`config.mk`:
```
export PLATFORM = sky130hd
export DESIGN_NAME = hb_decim_mac
export DESIGN_NICKNAME = d
export VERILOG_FILES = /design/src/rtl/hb_decim_mac_pkg.sv /design/src/rtl/hb_decim_mac_mac_unit.sv /design/src/rtl/hb_decim_mac.sv
export SDC_FILE = /design/constraint.sdc
export NUM_CORES = 2
export LEC_CHECK = 0
export ABC_AREA = 1
export BUFFER_PORTS_ARGS = -buffer_cell sky130_fd_sc_hd__buf_4
export CAP_MARGIN = 30
export CORE_ASPECT_RATIO = 1.1
export CORE_MARGIN = 4
export CORE_UTILIZATION = 35
export CTS_CLUSTER_DIAMETER = 150
export CTS_CLUSTER_SIZE = 12
export DETAILED_ROUTE_END_ITERATION = 10
export PLACE_DENSITY_LB_ADDON = 0.15
export SLEW_MARGIN = 20
export SYNTH_ARGS = -nofsm -noshare
export SYNTH_HDL_FRONTEND = slang
export SYNTH_SLANG_ARGS = --single-unit
```
`constraint.sdc`:
```
create_clock -name clk -period 14.5 [get_ports clk]
set_input_delay 0.725 -clock clk [delete_from_list [all_inputs] [get_ports clk]]
set_output_delay 0.725 -clock clk [all_outputs]
set_load 0.005 [all_outputs]
```
`src/rtl/hb_decim_mac_pkg.sv`:
```
// Shared types, default coefficient table and width helpers for the half-band decimator.
package hb_pkg;

    typedef enum logic [1:0] {IDLE, MAC, OUT} state_t;

    localparam int DEF_SIDE_N = 7;
    localparam int DEF_CENTRE = 16384;

    // Side coefficient k (k=0 is the outermost pair); extra outer taps of a longer filter default to 0.
    function automatic int def_side(input int k, input int n_nz);
        int j;
        j = k - (n_nz - DEF_SIDE_N);
        case (j)
            0:       return 1;
            1:       return -10;
            2:       return 64;
            3:       return -275;
            4:       return 897;
            5:       return -2577;
            6:       return 10091;
            default: return 0;
        endcase
    endfunction

    function automatic int acc_width(input int data_w, input int coef_w, input int n_nz);
        return data_w + coef_w + 1 + $clog2(n_nz + 1);
    endfunction

    function automatic int addr_width(input int n_nz);
        return $clog2(n_nz + 1);
    endfunction

endpackage

```
`src/rtl/hb_decim_mac_mac_unit.sv`:
```
// Folded-pair multiply-accumulate: acc += (a + b) * c, with synchronous clear and enable.
module hb_mac_unit #(
    parameter int DATA_W = 16,
    parameter int COEF_W = 16,
    parameter int ACC_W  = 36
) (
    input  logic                     clk,
    input  logic                     reset_n,
    input  logic                     clr,
    input  logic                     en,
    input  logic signed [DATA_W-1:0] a,
    input  logic signed [DATA_W-1:0] b,
    input  logic signed [COEF_W-1:0] c,
    output logic signed [ACC_W-1:0]  acc
);

    localparam int PROD_W = DATA_W + COEF_W + 1;

    logic signed [DATA_W:0]   pair;
    logic signed [PROD_W-1:0] prod;

    assign pair = {a[DATA_W-1], a} + {b[DATA_W-1], b};
    assign prod = pair * c;

    always_ff @(posedge clk or negedge reset_n) begin
        if (!reset_n)
            acc <= '0;
        else if (clr)
            acc <= '0;
        else if (en)
            acc <= acc + {{(ACC_W-PROD_W){prod[PROD_W-1]}}, prod};
    end

endmodule

```
`src/rtl/hb_decim_mac.sv`:
```
// Half-band decimate-by-2 FIR: delay line, FSM, coefficient registers and round/saturate,
// sharing one pair-adder/multiplier across N_NZ+1 MAC cycles per output.
module hb_decim_mac
    import hb_pkg::*;
#(
    parameter int DATA_W = 16,
    parameter int COEF_W = 16,
    parameter int FRAC_W = 15,
    parameter int N_NZ   = 7
) (
    input  logic                          clk,
    input  logic                          reset_n,
    input  logic [DATA_W-1:0]             x_data,
    input  logic                          x_valid,
    output logic                          x_ready,
    output logic [DATA_W-1:0]             y_data,
    output logic                          y_valid,
    input  logic                          y_ready,
    input  logic                          bypass,
    input  logic                          flush,
    input  logic                          coef_we,
    input  logic [addr_width(N_NZ)-1:0]   coef_addr,
    input  logic [COEF_W-1:0]             coef_wdata,
    output logic                          sat_flag
);

    localparam int L     = 4*N_NZ - 1;
    localparam int C     = 2*N_NZ - 1;
    localparam int ACC_W = acc_width(DATA_W, COEF_W, N_NZ);
    localparam int AW    = addr_width(N_NZ);
    localparam int FW    = $clog2(L + 1);
    localparam logic signed [ACC_W-1:0] HALF = ACC_W'(1) << (FRAC_W - 1);
    localparam logic signed [ACC_W-1:0] YMAX = {{(ACC_W-DATA_W+1){1'b0}}, {(DATA_W-1){1'b1}}};
    localparam logic signed [ACC_W-1:0] YMIN = {{(ACC_W-DATA_W+1){1'b1}}, {(DATA_W-1){1'b0}}};

    state_t                    state, state_nx;
    logic signed [DATA_W-1:0]  taps [L];
    logic signed [COEF_W-1:0]  coef [N_NZ+1];
    logic [FW-1:0]             fill;
    logic                      phase;
    logic [AW-1:0]             cnt;
    logic                      byp_q;
    logic                      accept, trigger, mac_en, mac_clr;
    logic signed [DATA_W-1:0]  op_a, op_b;
    logic signed [COEF_W-1:0]  op_c;
    logic signed [ACC_W-1:0]   acc, acc_sh;
    logic signed [DATA_W-1:0]  res;
    logic                      sat;

    assign accept  = x_valid && x_ready;
    assign trigger = accept && phase && (fill >= FW'(L-1));

    always_ff @(posedge clk or negedge reset_n) begin
        if (!reset_n) state <= IDLE;
        else          state <= state_nx;
    end

    always_comb begin
        state_nx = state;
        if (flush)
            state_nx = IDLE;
        else
            case (state)
                IDLE:    if (trigger) state_nx = bypass ? OUT : MAC;
                MAC:     if (cnt == AW'(N_NZ)) state_nx = OUT;
                OUT:     if (y_ready) state_nx = IDLE;
                default: state_nx = IDLE;
            endcase
    end

    always_comb begin
        x_ready = (state == IDLE) && !flush;
        y_valid = (state == OUT);
        mac_en  = (state == MAC);
        mac_clr = (state == IDLE);
    end

    always_ff @(posedge clk or negedge reset_n) begin
        if (!reset_n) begin
            for (int i = 0; i < L; i++) taps[i] <= '0;
            fill     <= '0;
            phase    <= 1'b0;
            cnt      <= '0;
            byp_q    <= 1'b0;
            sat_flag <= 1'b0;
        end else begin
            if (flush) begin
                for (int i = 0; i < L; i++) taps[i] <= '0;
                fill  <= '0;
                phase <= 1'b0;
            end else if (accept) begin
                taps[0] <= x_data;
                for (int i = 1; i < L; i++) taps[i] <= taps[i-1];
                phase <= ~phase;
                if (fill != FW'(L)) fill <= fill + FW'(1);
            end
            cnt <= (state == MAC && !flush) ? cnt + AW'(1) : '0;
            if (trigger) byp_q <= bypass;
            if (flush)
                sat_flag <= 1'b0;
            else if (state == OUT && !byp_q && sat)
                sat_flag <= 1'b1;
        end
    end

    // Coefficients only change while idle so a running MAC always sees one consistent set.
    always_ff @(posedge clk or negedge reset_n) begin
        if (!reset_n) begin
            for (int k = 0; k < N_NZ; k++) coef[k] <= COEF_W'(def_side(k, N_NZ));
            coef[N_NZ] <= COEF_W'(DEF_CENTRE);
        end else if (state == IDLE && coef_we) begin
            for (int k = 0; k <= N_NZ; k++)
                if (coef_addr == AW'(k)) coef[k] <= coef_wdata;
        end
    end

    always_comb begin
        op_a = '0;
        op_b = '0;
        op_c = '0;
        for (int k = 0; k < N_NZ; k++)
            if (cnt == AW'(k)) begin
                op_a = taps[2*k];
                op_b = taps[L-1-2*k];
            end
        if (cnt == AW'(N_NZ)) op_a = taps[C];
        for (int k = 0; k <= N_NZ; k++)
            if (cnt == AW'(k)) op_c = coef[k];
    end

    hb_mac_unit #(
        .DATA_W (DATA_W),
        .COEF_W (COEF_W),
        .ACC_W  (ACC_W)
    ) u_mac (
        .clk     (clk),
        .reset_n (reset_n),
        .clr     (mac_clr),
        .en      (mac_en),
        .a       (op_a),
        .b       (op_b),
        .c       (op_c),
        .acc     (acc)
    );

    always_comb begin
        acc_sh = (acc + HALF) >>> FRAC_W;
        sat    = (acc_sh > YMAX) || (acc_sh < YMIN);
        if (acc_sh > YMAX)      res = YMAX[DATA_W-1:0];
        else if (acc_sh < YMIN) res = YMIN[DATA_W-1:0];
        else                    res = acc_sh[DATA_W-1:0];
    end

    assign y_data = (state != OUT) ? '0 : (byp_q ? taps[C] : res);

endmodule

```
Word-level counts from Yosys, hierarchy flattened:

Cells that the tools add are included.
Widths: inputs -> output; s select.

* output and inout port bits: 19
* word-level logic and storage cells: 146
* bits of input ports: 42
* register bits: 609

* multipliers: 1
* bitwise gates (word level): 1
* equality and inequality tests: 21
* mux-type cells: 45
* reductions and logical operators: 28
* add/subtract/negate cells: 5
* order comparisons: 3

Operators by type and width (number)
* $mux 432: 2
* $mux 16: 27
* $mux 36: 2
* $add 36x16->36 const B: 1
* $add 36x36->36: 1
* $mul 17x16->33: 1
* $eq 3x3->1 const B: 8
* $gt 21x16->1 const B: 1
* $lt 21x16->1 const B: 1
* $reduce_and 2->1: 9
* $add 16x16->17: 1
* $mux 5: 3
* $eq 3x2->1 const B: 4
* $mux 2: 5
* $logic_and 1x1->1: 8
* $reduce_bool 2->1: 4
* $eq 3x1->1 const B: 2
* $logic_not 3->1: 2
* $pmux 2 s3: 1
* $add 5x1->5 const B: 1
* $ge 5x5->1 const B: 1
* $ne 5x5->1 const B: 1
* $mux 1: 4
* $add 3x1->3 const B: 1
* other kinds (12): 13

Logic depth before layout (Yosys ltp):

* depth in word-level cells: 14
* depth in mapped cells: 60

By module:

A second synthesis with hierarchy kept.

* cell total of the unflattened synthesis: 4823
* area, all modules: 40246.1 µm²

Modules (own cells, without submodules)
* hb_decim_mac: instances 1, area each 25196.7 µm², cells an instance 2769
* hb_mac_unit: instances 1, area each 15049.4 µm², cells an instance 2054

Worst setup path before layout:

OpenSTA, ideal clock, no wires.

* path type: flip-flop to flip-flop
* start point: register cnt[0]
* end point: register u_mac.acc[33]
* library setup time: 0.129 ns
* path slack: 4.821 ns
* data required time: 14.371 ns
* clock period less this slack: 9.679 ns
* data arrival time: 9.550 ns
* cell stages (with the launch flop): 55
* path buffers: 5
* cell sequence: dfrtp_1 ha_1 ha_1 buf_2 inv_1 buf_2 buf_2 clkbuf_1 nand2_1 o211ai_1 o211ai_1 a22oi_1 ha_1 inv_1 fa_1 o21ai_1 nand2_1 o211ai_1 [19 not listed] o21a_1 nand3_1 nand2_1 nand2_1 nand2_1 nand2_1 xor2_1 ha_1 nand2_1 nor2_1 inv_1 nor2_1 and3_1 nand4_1 nand3_1 a21oi_1 o21ai_0 o21ai_0

* word-level cells in the longest chain between the ends: 14
* elaborated cells between the ends (all ways): 36
* those cells by class: add/sub (2); mul (1); eq/ne (7); mux (25); reduce/logical (1)

RTL lines
* start, declared: line hb_decim_mac.sv:41 `logic [AW-1:0] cnt;`
* start signal, assigned: line hb_decim_mac.sv:97 `cnt <= (state == MAC && !flush) ? cnt + AW'(1) : '0;`
* $logic_not 3->1: line hb_decim_mac.sv:122, hb_decim_mac.sv:128
* $mux 16 (7 in series): line hb_decim_mac.sv:122 `if (cnt == AW'(k)) begin`
* $mux 16: line hb_decim_mac.sv:126 `if (cnt == AW'(N_NZ)) op_a = taps[C];`
* $add 16x16->17: line hb_decim_mac_mac_unit.sv:22 `assign pair = {a[DATA_W-1], a} + {b[DATA_W-1], b};`
* $mul 17x16->33 (*): line hb_decim_mac_mac_unit.sv:23 `assign prod = pair * c;`
* $add 36x36->36 (*): line hb_decim_mac_mac_unit.sv:31 `acc <= acc + {{(ACC_W-PROD_W){prod[PROD_W-1]}}, prod};`
* $mux 36 (*): line hb_decim_mac_mac_unit.sv:30 `else if (en)`
* $mux 36 (*): line hb_decim_mac_mac_unit.sv:28 `else if (clr)`
* end signal, assigned: line hb_decim_mac_mac_unit.sv:31
* end, declared: line hb_decim_mac_mac_unit.sv:14 `output logic signed [ACC_W-1:0] acc`

Every way passes the cells marked *; elsewhere a longest branch is shown, timed or not. The select of a mux whose other input is x is not followed.
A chain may end at the register's enable or synchronous reset.

Final worst setup path:

* start point: register cnt[2]
* end point: register u_mac.acc[33]

The elaborated chain is that of the path after synthesis.

==> metrics.yaml <==
floorplan:
  die_h_um: 364
  core_area_mm2: 0.114
  dieArea_mm2: 0.120
  placement_rows: 130
  die_w_um: 331
  initial_core_util_pct: 35.2
  io_pins: 61
critical_path:
  cp.required_ns: 15.02
  end_kind: "flip-flop"
  worst_path_most_repeated_cell: "o21ai_0"
  critPathSlowestCell: "xor2_1"
  r2r_cells: 45
  start_kind: "flip-flop"
  crit_path_max_incr_delay_ns: 0.60
  critical_path.max_fanout: 31
  crit_arrival_ns: 12.75
  criticalPathCategory: "reg -> reg"
clocking:
  cts_resized: 0
  cts_setup_buffers: 0
  cts_hold_buffers: 0
  cts.sinks: 609
  htreeDepth: 2
  path_clk_slew_ns: 0.07
  cts_root_buffer: "clkbuf_16"
  cts_tree: "yes"
  clock_path_buffers: 3
  numCtsBuffers: 56
  insertion_delay_ns: 0.67
pwr:
  finalPower_mw: 10.9
  p_leak_nw: 20.4
  powerDensity_mw_per_mm2: 248
  vdd_drop_max_v: 0.000207
routing:
  drc: 0
  drt_first_pass_iters: 6
  drt-total-wl_um: 128000
  first_iter_violations: 2442
  ant_nets: 0
  wl_per_cell_um: 20.4
  routed-via-count: 32446
  viasPerCell: 5.17
final_layout:
  drive_above_1_share_pct: 6.49
  final_util_pct: 38.3
  diodes: 0
  syn_to_final_growth_pct: 8.75
  fillers: 11949
  final_nets: 5204
  finalNonFillerCells: 6278
logic_synthesis:
  synth_area_per_cell_um2: 8.39
  synth_area_leader_cell: "dfrtp_1"
  yosysUniqueCellTypes: 53
  yosysMostFrequentCell: "inv_1"
  synthesis.nets: 5258
  ys_top_cells_by_area: "dfrtp_1 (34%), fa_1 (14%), inv_1 (9.2%)"
  yosysTopAreaCellShare_pct: 34.4
  synth_common_cells: "inv_1 (985), nand2_1 (667), dfrtp_1 (553)"
  yosysSeqAreaShare_pct: 38.1
  synth_area_mm2: 0.0402
  yosysWarnings: 0
  synth_edf_count: 0
  syn_inst: 4794
  synth.ff_latch_count: 609
  synth_ff_type: "dfrtp_1"
  async_flop_share_pct: 100
place:
  port_buffers: 60
  placed_cells: 6192
  dp_hpwl_um: 94900
  post-place-ws_ns: 2.22
  place_congestion: 0.944
global_route:
  grt_max_degree: 167
  grt_pass1_vias: 33119
  antenna_found_initial: 5
  track_usage_pct: 21.0
  grt_pass1_wl_um: 200000
  overflow: 0
sta:
  fmax_ghz: 0.0817
  rsz0062_at_grt: "false"
  fin_ws_ns: 2.27
  max_slew_margin_pct: 28.5
  tightestPinTransition_ns: 1.07
  setup_tns_ns: 0
  period_share_pct: 84.4
  finalHoldViolCount: 0
  slew_violations: 0
  setup_viol: 0
  clock_skew_ns: 0.0283
  fin_crit_ns: 12.23
run:
  max-cap-violations: 0
run_status:
  status: "complete, no violations"
hold_path:
  hold_path_class: "in -> async"
-- layer usage --
metal | GRT usage (%) | part of all wire, % | up-vias
met4 | 7.99 | 4.0 | 0
met5 | 0 | 0 | -
met2 | 34.8 | 46 | 810
li1 | - | - | 15357
met3 | 2.39 | 4.5 | 232
met1 | 28.5 | 45 | 16047
-- where the power goes --
part | internal [mW] | switching (mW)
Clock | 0.706 | 0.667
Combinational | 2.43 | 4.92
Sequential | 1.99 | 0.143
Total | 5.12 | 5.73
-- layout by cell type (no fill, tap or decap), types with 112 or more instances in the layout --
cell / synthesis / final
a21oi_1: 200 / 200
buf_4: 10 / 112
dfrtp_1: 553 / 553
fa_1: 278 / 278
ha_1: 144 / 144
inv_1: 985 / 983
nand2_1: 667 / 663
nand3_1: 238 / 238
nor2_1: 315 / 312
o21ai_0: 372 / 372
o22ai_1: 413 / 413
-- critical path: cells and delay by family, from the launching register on --
kind,cells,cell delay (ns)
xor+xnor,2,0.75
fa+ha+maj,10,4.35
buf+inv,8,1.85
compound gates,11,2.14
flops,1,0.54
simple gates,14,2.41
-- layout make-up --
class                      count  area, um2  area share (%)
timing repair buffer         123       1080            2.46
tap                         1518       1900            4.34
multi-input combinational   2949      20200            46.1
sequential                   609      15300            35.0
inverter                    1001       3760            8.61
clock buffer                  75       1480            3.39
clock inverter                 3       55.1           0.126
-- state kept, by name, summed over array words and instances (netlist names), 2 cells and up --
signal     cells
state          2
fill           5
taps         432
coef         128
u_mac.acc     36
cnt            3
-- cell families (layout without fill, tap and decap cells) --
logic type,count (synthesis),count (layout),share of synthesized area [%]
compound gates,1163,1163,17.0
fa+ha+maj,422,422,18.3
flops,609,609,38.1
simple gates,1312,1312,13.5
xor+xnor,52,52,1.15
buf+inv,1236,1202,11.9
-- per-stage QoR --
step	hold slack [ns]	area, um2
after floorplan	0.429	40200
after global placement	0.461	42000
after detailed placement	0.468	42000
after CTS	0.0936	43600
after global routing	0.131	43700
final	0.0820	43700
-- final timing paths --
kind                           start       endpoint  slack (ns)
min in group clk           x_data[3]      taps[419]        0.27
max in group asynchronous    reset_n       taps[41]       12.24
hold reg to reg              taps[1]        taps[1]        0.48
setup / recovery              cnt[2]  u_mac.acc[33]        2.27
hold / removal               reset_n        fill[4]        0.08
setup reg to reg              cnt[2]  u_mac.acc[33]        2.27
(Power assumes the default switching activity.)
